===== src/rtl/mem_arb_pkg.sv =====
// Shared encodings and default widths for the unified-memory port arbiter.
package mem_arb_pkg;

    localparam int DEF_AW = 32;
    localparam int DEF_DW = 32;

    typedef enum logic [1:0] {
        IDLE  = 2'd0,
        GNT_I = 2'd1,
        GNT_D = 2'd2,
        ACK   = 2'd3
    } arb_state_t;

    typedef enum logic {
        OWN_I = 1'b0,
        OWN_D = 1'b1
    } owner_t;

endpackage


===== src/rtl/mem_arb_select.sv =====
// Arbitration decision between fetch and data requesters.
// Data wins unless fetch is waiting and data has already taken a full burst.
module mem_arb_select #(
    parameter int CNT_W = 3
) (
    input  logic             i_req,
    input  logic             d_req,
    input  logic             burst_full,
    input  logic [CNT_W-1:0] burst_cnt,
    output logic             grant_i,
    output logic             grant_d,
    output logic [CNT_W-1:0] burst_cnt_next
);

    // Pick a winner and compute the burst counter that goes with that grant.
    always_comb begin
        grant_d        = d_req && !(i_req && burst_full);
        grant_i        = !grant_d && i_req;
        burst_cnt_next = burst_cnt;
        if (grant_d) begin
            if (!i_req) begin
                burst_cnt_next = '0;
            end else if (!burst_full) begin
                burst_cnt_next = burst_cnt + CNT_W'(1);
            end
        end else if (grant_i) begin
            burst_cnt_next = '0;
        end
    end

endmodule


===== src/rtl/mem_port_arbiter.sv =====
// Shares one single-ported memory between the fetch port and the data port.
//
//   state | meaning
//   ------+------------------------------------------------------------
//   IDLE  | arbitrate between i_req and d_req, latch winner onto m_*
//   GNT_I | fetch access in flight, m_req held until m_ack
//   GNT_D | data access in flight, m_req held until m_ack
//   ACK   | one-cycle completion pulse to the owner, requests ignored
//
// Holding off arbitration during ACK gives the requester one cycle to drop
// or change its request, so a held request is never served twice.
module mem_port_arbiter
    import mem_arb_pkg::*;
#(
    parameter int AW          = DEF_AW,
    parameter int DW          = DEF_DW,
    parameter int MAX_D_BURST = 4,
    parameter int CNT_W       = 3
) (
    input  logic          clk,
    input  logic          rst,
    input  logic          i_req,
    input  logic [AW-1:0] i_addr,
    output logic [DW-1:0] i_rdata,
    output logic          i_ack,
    input  logic          d_req,
    input  logic          d_we,
    input  logic [AW-1:0] d_addr,
    input  logic [DW-1:0] d_wdata,
    output logic [DW-1:0] d_rdata,
    output logic          d_ack,
    output logic          m_req,
    output logic          m_we,
    output logic [AW-1:0] m_addr,
    output logic [DW-1:0] m_wdata,
    input  logic [DW-1:0] m_rdata,
    input  logic          m_ack
);

    arb_state_t       state;
    owner_t           owner;
    logic [CNT_W-1:0] burst_cnt;
    logic [CNT_W-1:0] burst_cnt_next;
    logic             burst_full;
    logic             grant_i;
    logic             grant_d;

    assign burst_full = (burst_cnt == CNT_W'(MAX_D_BURST));

    mem_arb_select #(
        .CNT_W (CNT_W)
    ) u_select (
        .i_req          (i_req),
        .d_req          (d_req),
        .burst_full     (burst_full),
        .burst_cnt      (burst_cnt),
        .grant_i        (grant_i),
        .grant_d        (grant_d),
        .burst_cnt_next (burst_cnt_next)
    );

    // Arbitration FSM with all memory-side and requester-side outputs registered.
    always_ff @(posedge clk) begin
        if (rst) begin
            state     <= IDLE;
            owner     <= OWN_I;
            burst_cnt <= '0;
            m_req     <= 1'b0;
            m_we      <= 1'b0;
            m_addr    <= '0;
            m_wdata   <= '0;
            i_ack     <= 1'b0;
            d_ack     <= 1'b0;
            i_rdata   <= '0;
            d_rdata   <= '0;
        end else begin
            i_ack <= 1'b0;
            d_ack <= 1'b0;
            case (state)
                IDLE: begin
                    burst_cnt <= burst_cnt_next;
                    if (grant_d) begin
                        state   <= GNT_D;
                        owner   <= OWN_D;
                        m_req   <= 1'b1;
                        m_we    <= d_we;
                        m_addr  <= d_addr;
                        m_wdata <= d_wdata;
                    end else if (grant_i) begin
                        state  <= GNT_I;
                        owner  <= OWN_I;
                        m_req  <= 1'b1;
                        m_we   <= 1'b0;
                        m_addr <= i_addr;
                    end else begin
                        m_req <= 1'b0;
                    end
                end
                GNT_I, GNT_D: begin
                    if (m_ack) begin
                        m_req <= 1'b0;
                        m_we  <= 1'b0;
                        state <= ACK;
                        if (owner == OWN_I) begin
                            i_rdata <= m_rdata;
                            i_ack   <= 1'b1;
                        end else begin
                            // m_we is the latched copy of d_we for this access
                            if (!m_we) begin
                                d_rdata <= m_rdata;
                            end
                            d_ack <= 1'b1;
                        end
                    end
                end
                ACK: begin
                    state <= IDLE;
                end
                default: begin
                    state <= IDLE;
                end
            endcase
        end
    end

endmodule


===== config.mk =====
export PLATFORM = sky130hd
export DESIGN_NAME = mem_port_arbiter
export DESIGN_NICKNAME = d
export VERILOG_FILES = /design/src/rtl/mem_arb_pkg.sv /design/src/rtl/mem_arb_select.sv /design/src/rtl/mem_port_arbiter.sv
export SDC_FILE = /design/constraint.sdc
export NUM_CORES = 1
export LEC_CHECK = 0
export CORE_ASPECT_RATIO = 0.9
export CORE_MARGIN = 4
export CORE_UTILIZATION = 34
export DETAILED_ROUTE_END_ITERATION = 6
export HOLD_SLACK_MARGIN = 0.15
export PLACE_DENSITY = 0.77
export SYNTH_ARGS = -nofsm -noshare
export SYNTH_HDL_FRONTEND = slang
export SYNTH_HIERARCHICAL = 1
export SYNTH_SLANG_ARGS = --single-unit

===== constraint.sdc =====
create_clock -name clk -period 2.2 [get_ports clk]
set_clock_uncertainty 0.15 [all_clocks]
set_input_delay 0.55 -clock clk [delete_from_list [all_inputs] [get_ports clk]]
set_output_delay 0.55 -clock clk [all_outputs]
set_load 0.02 [all_outputs]

==> results of run 1 <==
==> cells in the final DEF, fill, tap and decap left out, types with 2 or more instances in the layout <==
cell	Yosys	final
a211oi_1	32	32
a21oi_1	100	100
buf_12	0	10
buf_4	7	10
bufinv_16	0	3
clkbuf_1	11	2
clkbuf_16	0	17
clkdlybuf4s50_1	0	263
clkinv_2	0	2
clkinv_4	0	3
clkinvlp_4	0	2
dfxtp_1	138	138
ha_1	3	3
inv_1	4	4
inv_6	0	3
mux2i_1	35	35
nand2_1	197	197
nand2b_1	5	5
nor2_1	39	39
o21ai_0	2	2
o31ai_1	3	3
or3b_1	2	2
==> metal layers <==
metal  track usage (%)  vias up  wire length [µm]
li1                  -     2611                 -
met1              20.2     2318              6780
met2              30.0      201              7690
met3              6.97       25              1470
met4              6.38        0               302
met5                 0        -                 0
==> worst paths after layout <==
kind                              from                 endpoint  slack, ns  cells past startpoint
max            m_addr[19]$_SDFFE_PP0P_               m_addr[19]       0.08                      1
min                                rst    state[0]$_SDFFE_PP0P_       0.26                      2
max reg2reg  burst_cnt[2]$_SDFFE_PP0N_  m_addr[15]$_SDFFE_PP0P_       0.27                      7
min reg2reg    m_wdata[8]$_SDFFE_PP0P_  m_wdata[8]$_SDFFE_PP0P_       0.30                      2
==> cells by family (layout without fill, tap and decap cells) <==
family	after synthesis	in the layout	share of synthesized area (%)
xor+xnor	1	1	0.165
buf+inv	53	320	5.35
compound gates	144	144	15.8
simple gates	255	255	19.3
flops	138	138	52.0
fa+ha+maj	3	3	0.707
mux	35	35	6.60
==> synth_stat cells, types with 2 or more instances <==
master	count	area, µm²
dfxtp_1	138	2760
o21ai_0	2	10.0
o31ai_1	3	22.5
clkbuf_1	11	41.3
buf_4	7	52.6
mux2i_1	35	350
inv_1	4	15.0
a211oi_1	32	240
nor2_1	39	146
nand2_1	197	739
buf_2	23	115
ha_1	3	37.5
a21oi_1	100	500
buf_6	4	45.0
or3b_1	2	17.5
buf_1	4	15.0
nand2b_1	5	31.3
==> power by group through the flow <==
stage | combinational (µW) | clock (µW) | sequential (µW)
finish | 3410 | 2890 | 3220
global route | 3680 | 3060 | 3290
CTS | 3440 | 2950 | 3220
detailed placement | 3430 | 0 | 3270
global placement | 3410 | 0 | 3250
floorplan | 1340 | 0 | 3790
==> per-stage QoR <==
| step | area [µm²] | std cells |
|---|---|---|
| 2_1_floorplan | 5310 | 629 |
| 3_3_place_gp | 8220 | 1066 |
| 3_5_place_dp | 8220 | 1066 |
| 4_1_cts | 8820 | 1098 |
| 5_1_grt | 8820 | 1098 |
| 6_report | 8820 | 1098 |
==> flip-flops by register name, summed over array words and instances (netlist names) <==
signal     count
d_rdata       32
i_rdata       32
m_addr        32
m_wdata       32
burst_cnt      3
state          2
d_ack          1
i_ack          1
m_req          1
m_we           1
owner          1
==> cell type report <==
class / instances / area (µm²)
Timing Repair Buffer: 284 / 2920
Inverter: 4 / 15.0
Multi-Input combinational cell: 438 / 2270
Clock inverter: 13 / 168
Clock buffer: 19 / 433
Sequential cell: 138 / 2760
Tap cell: 202 / 253
Fill cell: 1386 / 6570
==> flow_summary.toml, run 1 <==
[status]
status = "complete, no violations"

[floorplanning]
core.rowCount = 43
start_util_pct = 34.5
io_pins = 266
core_um2 = 15400
dieArea_um2 = 17700
die_height_um = 127
fp.dieW_um = 140

[synthesis]
syn_area_per_cell_um2 = 8.44
synthesis.nets = 766
seq_area_frac_synth_pct = 52.0
synth_area_um2 = 5310
synthArstFlopShare_pct = 0
postSynthCellCount = 629
ys_warn_count = 6
synth_seq_cells = 138
synth_edf_count = 0
synth.distinct_cells = 37
synth-main-ff-cell = "dfxtp_1"

[power_and_ir_drop]
swShare_pct = 33.5
seq_power_share_pct = 33.8
vdd_ir_drop_max_v = 0.000563
power.internal_uw = 6330
total_power_uw = 9520
comb_power_share_pct = 35.8
p_switching_uw = 3190
p_clk_share_pct = 30.4
powerDensity_nw_per_um2 = 1080
p_leak_uw = 0.00327

[detailed_routing]
viasPerCell = 4.69
drt-total-wl_mm = 16.2
dr_total_vias = 5155
drtIter0Drc = 196
drtPass1Iterations = 4
wire_per_inst_um = 14.8
ant_nets = 0
drcViolationCount = 0

[clocking]
postCtsSetupBuffers = 0
cts.sinks = 138
clk_latency_ns = 0.41
cts_tree = "built"
post_cts_resized = 1
cts.root.buffer_cell = "clkbuf_16"
postCtsHoldBufs = 0
clk_path_buf_depth = 2
clkTransAtPathRegs_ns = 0.06
htreeDepth = 4
numCtsBuffers = 17

[sta]
rsz0062_at_grt = "false"
period_share_pct = 96.3
setup_ws_ns = 0.0812
worstMarginPinSlew_ns = 0.602
finalSetupViolCount = 0
slew_headroom_pct = 59.8
fin_setup_tns_ns = 0
fmax_mhz = 472
fin_crit_ns = 2.12
hold_violations = 0
drv_slew = 0
hold_ws_ns = 0.259

[global_route]
grt_max_degree = 78
grt-ovfl-total = 0
first_global_vias = 4972
antenna_found_initial = 0
grtUsageTotal_pct = 17.7
grt_pass1_wl_mm = 25.3

[worst_setup_path]
end_kind = "output pin"
max_stage_delay_ns = 0.65
worst-path-buf-inv = 1
critical_path.max_fanout = 2
cp_data_arrival_time_ns = 1.42
crit_chain = "clkdlybuf4s50_1"
path_class = "flop to output pin"
worst-endpoint-required_ns = 1.50
cpMaxStageDelayCell = "clkdlybuf4s50_1"
startpoint_type = "flop"
path_delay_family = "buffers and inverters"

[placed_design]
io_buffers = 265
gp_congestion = 0.804
place_ws_ns = -0.188
dpl.hpwl_mm = 11.5

[hold_path]
worstHoldPathType = "primary input to flop"

[layout]
synthToLayoutAreaGrowth_pct = 66.2
utilization_pct = 57.3
antenna_cells = 0
drive_above_1_share_pct = 6.25
nets = 1020

[job]
cap_violations = 0
No activity file was read; power rests on OpenSTA's default activity.
==> run 2: changes to the inputs <==
--- a/config.mk
+++ b/config.mk
@@ -5,12 +5,13 @@
 export SDC_FILE = /design/constraint.sdc
 export NUM_CORES = 1
 export LEC_CHECK = 0
+export ABC_CLOCK_PERIOD_IN_PS = 2100
 export CORE_ASPECT_RATIO = 0.9
 export CORE_MARGIN = 4
 export CORE_UTILIZATION = 34
 export DETAILED_ROUTE_END_ITERATION = 6
 export HOLD_SLACK_MARGIN = 0.15
-export PLACE_DENSITY = 0.77
+export PLACE_DENSITY = 0.7
 export SYNTH_ARGS = -nofsm -noshare
 export SYNTH_HDL_FRONTEND = slang
 export SYNTH_HIERARCHICAL = 1
==> constraint.sdc (replaced) <==
create_clock -name clk -period 2.1 [get_ports clk]
set_clock_uncertainty 0.15 [all_clocks]
set_input_delay 0.525 -clock clk [delete_from_list [all_inputs] [get_ports clk]]
set_output_delay 0.525 -clock clk [all_outputs]
set_load 0.02 [all_outputs]
==> run 2 against run 1 <==
Effect of this change: die area is the same; core utilization rose by 0.16 points; critical path depth unchanged; combinational power grew 5%; sequential power up 4%; first-iteration DRC count down 8.2%; highest routed layer unchanged.
==> flow_summary.toml, run 2 (same netlist as run 1, synthesis figures left out) <==
[clocking]
clk_latency_ns = 0.41
htreeDepth = 4
cts_tree = "built"
clk_path_buf_depth = 2
numCtsBuffers = 17
clkTransAtPathRegs_ns = 0.06
cts.root.buffer_cell = "clkbuf_16"
cts.sinks = 138

[hold_path]
min_from = "i_rdata[9]$_SDFFE_PP0P_"
whs_path_depth = 2
hold_end = "i_rdata[9]$_SDFFE_PP0P_"
worstHoldPathType = "flop to flop"

[floorplanning]
io_pins = 266
fp.dieW_um = 140
core_um2 = 15400
start_util_pct = 34.5
dieArea_um2 = 17700
die_height_um = 127
core.rowCount = 43

[sta]
slew_headroom_pct = 76.9
hold_ws_ns = 0.302
worstMarginPinSlew_ns = 0.346
finalSetupViolCount = 0
rsz0062_at_grt = "false"
period_share_pct = 99.0
fmax_mhz = 481
fin_crit_ns = 2.08
drv_slew = 0
hold_violations = 0

[placed_design]
dpl.hpwl_mm = 11.5
io_buffers = 265
gp_congestion = 0.822
postPlaceCellArea_um2 = 8280

[worst_setup_path]
cp_data_arrival_time_ns = 1.40
cpMaxStageDelayCell = "clkdlybuf4s50_1"
crit_chain = "clkdlybuf4s50_1"
path_class = "flop to output pin"
critical_path.max_fanout = 2
rr_worst_depth = 7
rrSetupSlack_ns = 0.21
worst-endpoint-required_ns = 1.42
path_delay_family = "buffers and inverters"
worst_r2r_endpoint = "m_addr[18]$_SDFFE_PP0P_"
max_stage_delay_ns = 0.63
worst-path-buf-inv = 1
worstReg2RegStart = "burst_cnt[2]$_SDFFE_PP0N_"
startpoint_type = "flop"
end_kind = "output pin"

[detailed_routing]
drtIter0Drc = 180
drtPass1Iterations = 4
ant_nets = 0
drcViolationCount = 0
drt-total-wl_mm = 16.3
viasPerCell = 4.69
wire_per_inst_um = 14.8
dr_total_vias = 5185

[layout]
antenna_cells = 0
nets = 1027
synthToLayoutAreaGrowth_pct = 66.7
fin_area_um2 = 8850
drive_above_1_share_pct = 7.09
final_common_cell = "clkdlybuf4s50_1"
mostFrequentLayoutCells = "clkdlybuf4s50_1 (243), nand2_1 (197), dfxtp_1 (138), a21oi_1 (100), nor2_1 (39)"

[power_and_ir_drop]
total_power_uw = 9680
p_leak_uw = 0.00353
powerDensity_nw_per_um2 = 1090
vdd_ir_drop_max_v = 0.000577

[global_route]
grt_pass1_wl_mm = 25.2
first_global_vias = 4949
grtUsageTotal_pct = 17.7
grt_max_degree = 71
grt-ovfl-total = 0
antenna_found_initial = 0

[job]
cap_violations = 0

[status]
status = "complete, no violations"
## run 2: cell types whose count changed in the layout (fill, tap and decap cells not counted), moves of 2 or more
| cell | delta |
|---|---|
| dlymetal6s2s_1 | +14 |
| clkdlybuf4s50_1 | -20 |
| clkinvlp_4 | +2 |
| clkinv_4 | -2 |
| buf_4 | +6 |
| inv_6 | +3 |
| bufinv_16 | -3 |
| dlygate4sd2_1 | +6 |
## run 2: worst max path at each step
stage                              end                     from  cells past startpoint  slack, ns
6_report                    i_rdata[5]  i_rdata[5]$_SDFFE_PP0P_                      1       0.02
3_3_place_gp   m_addr[19]$_SDFFE_PP0P_                    d_req                      6      -0.17
2_1_floorplan        m_we$_SDFFE_PP0P_                    d_req                      5       0.21
5_1_grt                     d_rdata[4]  d_rdata[4]$_SDFFE_PP0P_                      1     0.0001
3_5_place_dp   m_addr[17]$_SDFFE_PP0P_                    d_req                      6      -0.23
4_1_cts                     i_rdata[4]  i_rdata[4]$_SDFFE_PP0P_                      1    0.00008
## run 2: per-layer routing
| layer | up-vias | wire length [µm] | global-route usage (%) |
|---|---|---|---|
| met2 | 214 | 7540 | 30.1 |
| met4 | 0 | 297 | 6.38 |
| met3 | 20 | 1560 | 7.20 |
| met5 | - | 0 | 0 |
| met1 | 2328 | 6900 | 20.1 |
| li1 | 2623 | - | - |
## run 2: timing repair
item                       CTS  global route
setup buffers                0             0
setup endpoints to repair    7            15
gates cloned                 0             0
gates resized for setup      7            15
hold buffers                 0             0
## run 2: report_power, final
group          switching, µW  internal [µW]  total [µW]
logic                   1930           1660        3590
clock network           1200           1530        2730
registers                248           3110        3360
total                   3380           6300        9680
## run 2: layout make-up
class	instances	area, µm²
flip-flops and latches	138	2760
fillers	1450	6540
clock inverters	14	113
inverters	4	15.0
clock buffers	18	429
multi-input cells	438	2270
well taps	202	253
repair buffers	291	3000
## run 2: through the flow
step                      setup slack [ns]  std cells  setup TNS [ns]  util, %
after floorplan                      0.205        629               0        -
after global placement              -0.172       1073           -6.79     53.8
after detailed placement            -0.227       1073           -9.16     53.8
after CTS                        0.0000822       1105               0     57.2
after global routing              0.000130       1105               0     57.5
final                               0.0203       1105               0     57.5
